--- src/rtl/video_pattern_pkg.sv ---
// rtl/video_pattern_pkg.sv - pattern IDs and selection helpers for the VGA test-pattern generator
package video_pattern_pkg;

  localparam logic [3:0] PAT_OFF    = 4'd0;
  localparam logic [3:0] PAT_RED    = 4'd1;
  localparam logic [3:0] PAT_GRN    = 4'd2;
  localparam logic [3:0] PAT_BLU    = 4'd3;
  localparam logic [3:0] PAT_BARS   = 4'd4;
  localparam logic [3:0] PAT_BORDER = 4'd5;
  localparam logic [3:0] PAT_CHECK  = 4'd6;
  localparam logic [3:0] PAT_SCROLL = 4'd7;
  localparam logic [3:0] PAT_RAMP   = 4'd8;

  localparam int NUM_PATTERNS = 9;
  localparam int BORDER_WIDTH = 8;

  // Unknown IDs collapse to black so the displayed ID always names a real pattern.
  function automatic logic [3:0] sanitize_pattern(input logic [3:0] id);
    return (int'(id) < NUM_PATTERNS) ? id : PAT_OFF;
  endfunction

  function automatic logic [3:0] next_auto_pattern(input logic [3:0] cur);
    return (cur >= PAT_RED && cur < PAT_RAMP) ? cur + 4'd1 : PAT_RED;
  endfunction

endpackage

--- src/rtl/pattern_sequencer.sv ---
// rtl/pattern_sequencer.sv - frame counter, auto-cycle counter and frame-synchronous pattern selection
module pattern_sequencer
  import video_pattern_pkg::*;
#(
  parameter int AUTO_FRAMES = 120
) (
  input  logic       i_clk,
  input  logic       i_rst_n,
  input  logic [3:0] i_pattern,
  input  logic       i_auto,
  input  logic       i_frame_strobe,
  output logic [3:0] o_active_pattern,
  output logic [6:0] o_frame_cnt
);

  localparam int ACNT_W = $clog2(AUTO_FRAMES + 1);
  localparam logic [ACNT_W-1:0] AUTO_LAST = ACNT_W'(AUTO_FRAMES - 1);

  logic [ACNT_W-1:0] auto_cnt;

  always_ff @(posedge i_clk or negedge i_rst_n) begin
    if (!i_rst_n) begin
      o_active_pattern <= PAT_OFF;
      o_frame_cnt      <= '0;
      auto_cnt         <= '0;
    end else begin
      if (i_frame_strobe) o_frame_cnt <= o_frame_cnt + 7'd1;
      // Auto count restarts whenever manual mode is selected, so each engagement gets a full period.
      if (!i_auto) begin
        auto_cnt <= '0;
        if (i_frame_strobe) o_active_pattern <= sanitize_pattern(i_pattern);
      end else if (i_frame_strobe) begin
        if (auto_cnt == AUTO_LAST) begin
          auto_cnt         <= '0;
          o_active_pattern <= next_auto_pattern(o_active_pattern);
        end else begin
          auto_cnt <= auto_cnt + ACNT_W'(1);
        end
      end
    end
  end

endmodule

--- src/rtl/video_pattern_gen.sv ---
// rtl/video_pattern_gen.sv - two-stage VGA test-pattern datapath with delay-matched sync/visible
module video_pattern_gen
  import video_pattern_pkg::*;
#(
  parameter int VIDEO_WIDTH = 3,
  parameter int H_VISIBLE   = 640,
  parameter int V_VISIBLE   = 480,
  parameter int AUTO_FRAMES = 120,
  parameter int CHECK_LOG2  = 4
) (
  input  logic                   i_clk,
  input  logic                   i_rst_n,
  input  logic [3:0]             i_pattern,
  input  logic                   i_auto,
  input  logic [9:0]             i_hpos,
  input  logic [9:0]             i_vpos,
  input  logic                   i_visible,
  input  logic                   i_hsync,
  input  logic                   i_vsync,
  input  logic                   i_frame_strobe,
  output logic [VIDEO_WIDTH-1:0] o_red_video,
  output logic [VIDEO_WIDTH-1:0] o_grn_video,
  output logic [VIDEO_WIDTH-1:0] o_blu_video,
  output logic                   o_hsync,
  output logic                   o_vsync,
  output logic                   o_visible,
  output logic [3:0]             o_active_pattern
);

  localparam int W         = VIDEO_WIDTH;
  localparam int BAR_W     = (H_VISIBLE / 8 > 0) ? H_VISIBLE / 8 : 1;
  localparam int RAMP_STEP = ((H_VISIBLE >> W) > 0) ? (H_VISIBLE >> W) : 1;
  localparam int RC_W      = (RAMP_STEP > 1) ? $clog2(RAMP_STEP) : 1;
  localparam int S_W       = (W + 4 > 11) ? W + 4 : 11;
  localparam int SH_W      = W + 3;
  localparam logic [W-1:0]    FULL      = '1;
  localparam logic [RC_W-1:0] RAMP_LAST = RC_W'(RAMP_STEP - 1);

  logic [3:0] active_pattern;
  logic [6:0] frame_cnt;

  pattern_sequencer #(
    .AUTO_FRAMES(AUTO_FRAMES)
  ) u_seq (
    .i_clk           (i_clk),
    .i_rst_n         (i_rst_n),
    .i_pattern       (i_pattern),
    .i_auto          (i_auto),
    .i_frame_strobe  (i_frame_strobe),
    .o_active_pattern(active_pattern),
    .o_frame_cnt     (frame_cnt)
  );

  assign o_active_pattern = active_pattern;

  // Ramp state reflects pixels already seen on this line; hpos==0 restarts it for the current pixel.
  logic [RC_W-1:0] ramp_sub, ramp_sub_cur;
  logic [W-1:0]    ramp_lvl, ramp_lvl_cur;

  always_comb begin
    ramp_sub_cur = (i_hpos == '0) ? '0 : ramp_sub;
    ramp_lvl_cur = (i_hpos == '0) ? '0 : ramp_lvl;
  end

  always_ff @(posedge i_clk or negedge i_rst_n) begin
    if (!i_rst_n) begin
      ramp_sub <= '0;
      ramp_lvl <= '0;
    end else if (i_visible && ramp_sub_cur == RAMP_LAST) begin
      ramp_sub <= '0;
      ramp_lvl <= (ramp_lvl_cur == FULL) ? FULL : ramp_lvl_cur + W'(1);
    end else if (i_visible) begin
      ramp_sub <= ramp_sub_cur + RC_W'(1);
      ramp_lvl <= ramp_lvl_cur;
    end else begin
      ramp_sub <= ramp_sub_cur;
      ramp_lvl <= ramp_lvl_cur;
    end
  end

  // Stage 1: pattern-independent terms. s1_s holds the scroll sum shifted right by one.
  logic [2:0]      s1_bar;
  logic            s1_border, s1_check, s1_vis, s1_hs, s1_vs;
  logic [W-1:0]    s1_ramp;
  logic [SH_W-1:0] s1_s;

  always_ff @(posedge i_clk or negedge i_rst_n) begin
    if (!i_rst_n) begin
      s1_bar    <= '0;
      s1_border <= 1'b0;
      s1_check  <= 1'b0;
      s1_ramp   <= '0;
      s1_s      <= '0;
      s1_vis    <= 1'b0;
      s1_hs     <= 1'b0;
      s1_vs     <= 1'b0;
    end else begin
      s1_bar    <= 3'(i_hpos / 10'(BAR_W));
      s1_border <= (i_hpos < 10'(BORDER_WIDTH)) || (i_hpos >= 10'(H_VISIBLE - BORDER_WIDTH)) ||
                   (i_vpos < 10'(BORDER_WIDTH)) || (i_vpos >= 10'(V_VISIBLE - BORDER_WIDTH));
      s1_check  <= i_hpos[CHECK_LOG2] ^ i_vpos[CHECK_LOG2];
      s1_ramp   <= ramp_lvl_cur;
      s1_s      <= SH_W'((S_W'(i_vpos) + S_W'(frame_cnt)) >> 1);
      s1_vis    <= i_visible;
      s1_hs     <= i_hsync;
      s1_vs     <= i_vsync;
    end
  end

  logic [W-1:0] red_n, grn_n, blu_n, intensity;
  assign intensity = s1_s[W-1:0];

  always_comb begin
    red_n = '0;
    grn_n = '0;
    blu_n = '0;
    case (active_pattern)
      PAT_RED: red_n = FULL;
      PAT_GRN: grn_n = FULL;
      PAT_BLU: blu_n = FULL;
      PAT_BARS: begin
        red_n = {W{~s1_bar[1]}};
        grn_n = {W{~s1_bar[2]}};
        blu_n = {W{~s1_bar[0]}};
      end
      PAT_BORDER: if (s1_border) begin
        red_n = FULL;
        grn_n = FULL;
        blu_n = FULL;
      end
      PAT_CHECK: if (s1_check) begin
        red_n = FULL;
        grn_n = FULL;
        blu_n = FULL;
      end
      PAT_SCROLL: begin
        red_n = s1_s[W+1] ? intensity : '0;
        grn_n = s1_s[W+2] ? intensity : '0;
        blu_n = s1_s[W]   ? intensity : '0;
      end
      PAT_RAMP: begin
        red_n = s1_ramp;
        grn_n = s1_ramp;
        blu_n = s1_ramp;
      end
      default: ;
    endcase
    if (!s1_vis) begin
      red_n = '0;
      grn_n = '0;
      blu_n = '0;
    end
  end

  always_ff @(posedge i_clk or negedge i_rst_n) begin
    if (!i_rst_n) begin
      o_red_video <= '0;
      o_grn_video <= '0;
      o_blu_video <= '0;
      o_hsync     <= 1'b0;
      o_vsync     <= 1'b0;
      o_visible   <= 1'b0;
    end else begin
      o_red_video <= red_n;
      o_grn_video <= grn_n;
      o_blu_video <= blu_n;
      o_hsync     <= s1_hs;
      o_vsync     <= s1_vs;
      o_visible   <= s1_vis;
    end
  end

endmodule

--- config.mk ---
export PLATFORM = sky130hd
export DESIGN_NAME = video_pattern_gen
export DESIGN_NICKNAME = d
export VERILOG_FILES = /design/src/rtl/video_pattern_pkg.sv /design/src/rtl/pattern_sequencer.sv /design/src/rtl/video_pattern_gen.sv
export SDC_FILE = /design/constraint.sdc
export NUM_CORES = 1
export LEC_CHECK = 0
export CAP_MARGIN = 5
export CORE_ASPECT_RATIO = 0.9
export CORE_MARGIN = 1.5
export CORE_UTILIZATION = 54
export DETAILED_ROUTE_END_ITERATION = 16
export PLACE_DENSITY = 0.78
export SYNTH_ARGS = -nofsm -noshare
export SYNTH_HDL_FRONTEND = slang
export SYNTH_SLANG_ARGS = --single-unit
--- constraint.sdc ---
create_clock -name i_clk -period 1.9 [get_ports i_clk]
set_input_delay 0.285 -clock i_clk [delete_from_list [all_inputs] [get_ports i_clk]]
set_output_delay 0.285 -clock i_clk [all_outputs]
set_load 0.02 [all_outputs]
==> impl_metrics.yaml <==
synthesis:
  mapped_nets: 354
  syn-mean-instance-area_um2: 9.95
  number_of_warnings_printed_during_yosys_synthesis: 0
  synth_top_area_share_pct: 46.5
  synth.ff_latch_count: 57
  synth.top_cells.by_area: "sky130_fd_sc_hd__dfrtp_1 (47%), sky130_fd_sc_hd__ha_1 (5.7%), sky130_fd_sc_hd__nand2_1 (4.9%)"
  synth.distinct_cells: 59
  synth-async-reset-ratio_pct: 100
  synth.yosys.seq_area_share_pct: 46.5
  syn-cell-area_um2: 3060
  postSynthCellCount: 308
  postSynth.topFlopCell: "sky130_fd_sc_hd__dfrtp_1"
  cell_taking_the_most_area_after_synthesis: "sky130_fd_sc_hd__dfrtp_1"
  synth_enable_flop_cells: 0
floorplan:
  core_area_um2: 5350
  floorplan.die_area_um2: 6140
  placementRows: 25
  dieHeight_um: 74.5
  fp.dieW_um: 82.4
  initial_utilization_pct: 57.3
  io_pins: 47
placement:
  place.gp.congestion: 0.869
  placement.setup.worst_slack_ps: -369
  detailed_placer_s_ending_hpwl_um: 4710
  dpl-instance-area_um2: 3820
  port-buffer-count: 46
worst_setup_path:
  max_fo_critical_path: 4
  regToRegStartpoint: "u_seq.o_active_pattern[0]"
  reg2reg_setup_slack_ps: 50
  kind_of_critical_path: "reg -> reg"
  critPathArrivalTime_ps: 2040
  critical_path.startpoint_type: "register"
  setup.worst_path.end_class: "register"
  rr_worst_depth: 6
  reg2reg_to: "o_blu_video[2]"
  cp_data_required_time_ps: 2090
routing:
  number_of_nets_still_failing_antenna_checks_after_routing: 0
  drt-initial-drc-count: 92
  remaining_drc_errors: 0
  dr_total_vias: 2591
  finalWirelength_um: 6300
  route.detailed.vias_per_inst: 5.58
  drt_first_pass_iters: 5
  routed_wire_per_std_cell_um: 13.6
sta:
  finalHoldWorstSlack_ps: 350
  setup-violations-final: 0
  worstMarginPinSlew_ps: 375
  grt_setup_unrepaired: "true"
  max_freq_ghz: 0.540
  fin_setup_tns_ps: 0
  post_route_worst_setup_slack_ps: 47.9
  worst_clock_skew_ps: 9.53
  finalHoldViolCount: 0
  final_period_minus_worst_setup_slack_ps: 1850
  timing.final.crit_share_pct: 97.5
  worst_slew_margin_rel_pct: 75.0
  timing.final.max_slew_violations: 0
cells_and_area:
  drive_above_1_share_pct: 16.6
  fillCellCount: 366
  num-nets-final: 438
  finished_core_util_pct: 77.2
  postLayoutCellArea_um2: 4130
  antenna_cells_inserted: 0
  syn_to_final_growth_pct: 34.8
run:
  max_cap_viols: 0
hold_path:
  timing.hold.worst_endpoint: "o_hsync"
  worst_hold_path_type: "reg -> reg"
  hold_path_depth: 0
  min_from: "s1_hs"
clock_tree:
  tritoncts_clock_tree: "built"
  clock_buffer_count_from_cts: 9
  clock_tree.htree_level_count: 3
  numClockSinks: 57
  clk_pin_slew_ps: 70
  cts_root_cell: "sky130_fd_sc_hd__clkbuf_8"
  worstSkewPairLatency_ps: 330
  cts_setup_buffers: 0
  number_of_buffers_on_the_longest_clock_path: 2
grt:
  gr-usage-all-layers_pct: 23.0
  grt_antenna_before_repair: 0
  total_congestion_overflow_after_global_routing: 0
  grt_pass1_vias: 2454
  grt_pass1_wl_um: 10700
  largest_net_degree_at_the_start_of_global_routing: 58
pwr:
  cellPowerDensity_nw_per_um2: 1210
  power.static_leakage_nw: 1.89
  ir_drop_v: 0.000822
outcome:
  status: "complete, no violations"
==> sequential cells by signal (all words and copies together), names as in the netlist, 3 cells and up <==
register,flops
o_blu_video,3
o_grn_video,3
o_red_video,3
ramp_lvl,3
ramp_sub,7
s1_bar,3
s1_ramp,3
s1_s,6
u_seq.auto_cnt,7
u_seq.o_active_pattern,4
u_seq.o_frame_cnt,7
==> kinds of logic (layout without fill, tap and decap cells) <==
group,Yosys count,after routing,synth area share (%)
buffers and inverters,21,110,3.14
and+or+nand+nor,125,125,22.3
AOI/OAI and AO/OA,66,66,14.3
adders and majority gates,15,15,6.37
xor gates and xnor gates,17,17,4.86
DFF,57,57,46.5
muxes,7,7,2.53
==> layout by cell type (no fill, tap or decap), types with 3 or more instances in the layout <==
master,instances
sky130_fd_sc_hd__mux2i_1,4
sky130_fd_sc_hd__bufinv_16,4
sky130_fd_sc_hd__clkdlybuf4s50_1,42
sky130_fd_sc_hd__nand3_1,5
sky130_fd_sc_hd__nor2_1,19
sky130_fd_sc_hd__xnor2_1,8
sky130_fd_sc_hd__a31oi_1,10
sky130_fd_sc_hd__and2_1,4
sky130_fd_sc_hd__nor3b_1,3
sky130_fd_sc_hd__buf_4,32
sky130_fd_sc_hd__and3_1,4
sky130_fd_sc_hd__a21boi_0,3
sky130_fd_sc_hd__nand2_1,40
sky130_fd_sc_hd__a21oi_1,17
sky130_fd_sc_hd__nor2b_1,12
sky130_fd_sc_hd__clkbuf_8,10
sky130_fd_sc_hd__ha_1,13
sky130_fd_sc_hd__nand4_1,6
sky130_fd_sc_hd__o22ai_1,5
sky130_fd_sc_hd__o21ai_1,3
sky130_fd_sc_hd__dlygate4sd2_1,3
sky130_fd_sc_hd__inv_1,14
sky130_fd_sc_hd__o211ai_1,3
sky130_fd_sc_hd__xor2_1,9
sky130_fd_sc_hd__nor3_1,11
sky130_fd_sc_hd__o21ai_0,7
sky130_fd_sc_hd__dfrtp_1,57
==> worst max path at each step <==
stage	from	end	slack, ps
6_report	u_seq.o_active_pattern[0]	o_blu_video[2]	50
5_1_grt	u_seq.o_active_pattern[0]	o_red_video[1]	-30
4_1_cts	i_hpos[6]	ramp_sub[1]	30
3_5_place_dp	i_hpos[3]	ramp_sub[1]	-370
3_3_place_gp	i_hpos[3]	ramp_sub[1]	-260
2_1_floorplan	i_hpos[5]	ramp_sub[1]	40
==> report_power, final <==
part           leakage (nW)  internal (mW)  switching [mW]
registers             0.722           1.52           0.264
logic                  1.03          0.843           0.833
clock network         0.137           1.05           0.482
==> worst max-delay path: stages, from the launching register on <==
cell	delay [ps]
sky130_fd_sc_hd__dfrtp_1	420
sky130_fd_sc_hd__inv_1	120
sky130_fd_sc_hd__ha_1	220
sky130_fd_sc_hd__or3_1	370
sky130_fd_sc_hd__a22o_1	270
sky130_fd_sc_hd__o21ai_1	230
sky130_fd_sc_hd__a31oi_1	90
==> synthesized netlist by cell type, types with 2 or more instances <==
library cell               count
sky130_fd_sc_hd__o21ai_1       3
sky130_fd_sc_hd__nand4_1       6
sky130_fd_sc_hd__and2_1        5
sky130_fd_sc_hd__mux2_2        2
sky130_fd_sc_hd__nor3_1       12
sky130_fd_sc_hd__nand2b_1      2
sky130_fd_sc_hd__nor4_1        2
sky130_fd_sc_hd__a21boi_0      3
sky130_fd_sc_hd__nor2_1       19
sky130_fd_sc_hd__xnor2_1       8
sky130_fd_sc_hd__dfrtp_1      57
sky130_fd_sc_hd__nand3b_1      2
sky130_fd_sc_hd__o21a_1        2
sky130_fd_sc_hd__nand3_1       5
sky130_fd_sc_hd__o22ai_1       5
sky130_fd_sc_hd__a21oi_1      17
sky130_fd_sc_hd__clkbuf_1      3
sky130_fd_sc_hd__buf_6         2
sky130_fd_sc_hd__xor2_1        9
sky130_fd_sc_hd__a31oi_1      10
sky130_fd_sc_hd__ha_1         14
sky130_fd_sc_hd__nor3_4        2
sky130_fd_sc_hd__and3_1        4
sky130_fd_sc_hd__mux2i_1       4
sky130_fd_sc_hd__nand4_2       2
sky130_fd_sc_hd__nor2b_1      12
sky130_fd_sc_hd__nor3b_1       3
sky130_fd_sc_hd__buf_2         2
sky130_fd_sc_hd__nand2_1      40
sky130_fd_sc_hd__o21ai_0       7
sky130_fd_sc_hd__inv_1        14
sky130_fd_sc_hd__o211ai_1      3
==> through the flow <==
stage	instances	total power, mW
2_1_floorplan	308	2.79
3_3_place_gp	447	3.36
3_5_place_dp	447	3.42
4_1_cts	464	4.98
5_1_grt	464	5.30
6_report	464	4.99
==> what timing repair did <==
action,4_1_cts,5_1_grt
resized for setup,5,3
hold buffers,1,0
pin swaps,1,2
endpoints found under the setup margin,1,12
hold endpoints to repair,57,0
==> metal layers <==
metal / track usage [%] / wire length (um) / vias up
met3: 6.75 / 367 / 7
met5: 0 / 0 / -
met1: 29.6 / 2910 / 1219
met2: 37.9 / 2980 / 97
li1: - / - / 1268
met4: 6.21 / 48 / 0
==> layout make-up <==
type	count	area (um^2)	area share [%]
clock buffer	10	138	3.33
clock inverter	6	138	3.33
multi-input combinational	230	1570	38.0
sequential	57	1430	34.5
tap	67	83.8	2.03
inverter	14	52.6	1.27
timing repair buffer	80	722	17.5
Power figures use the tool's default switching activity.
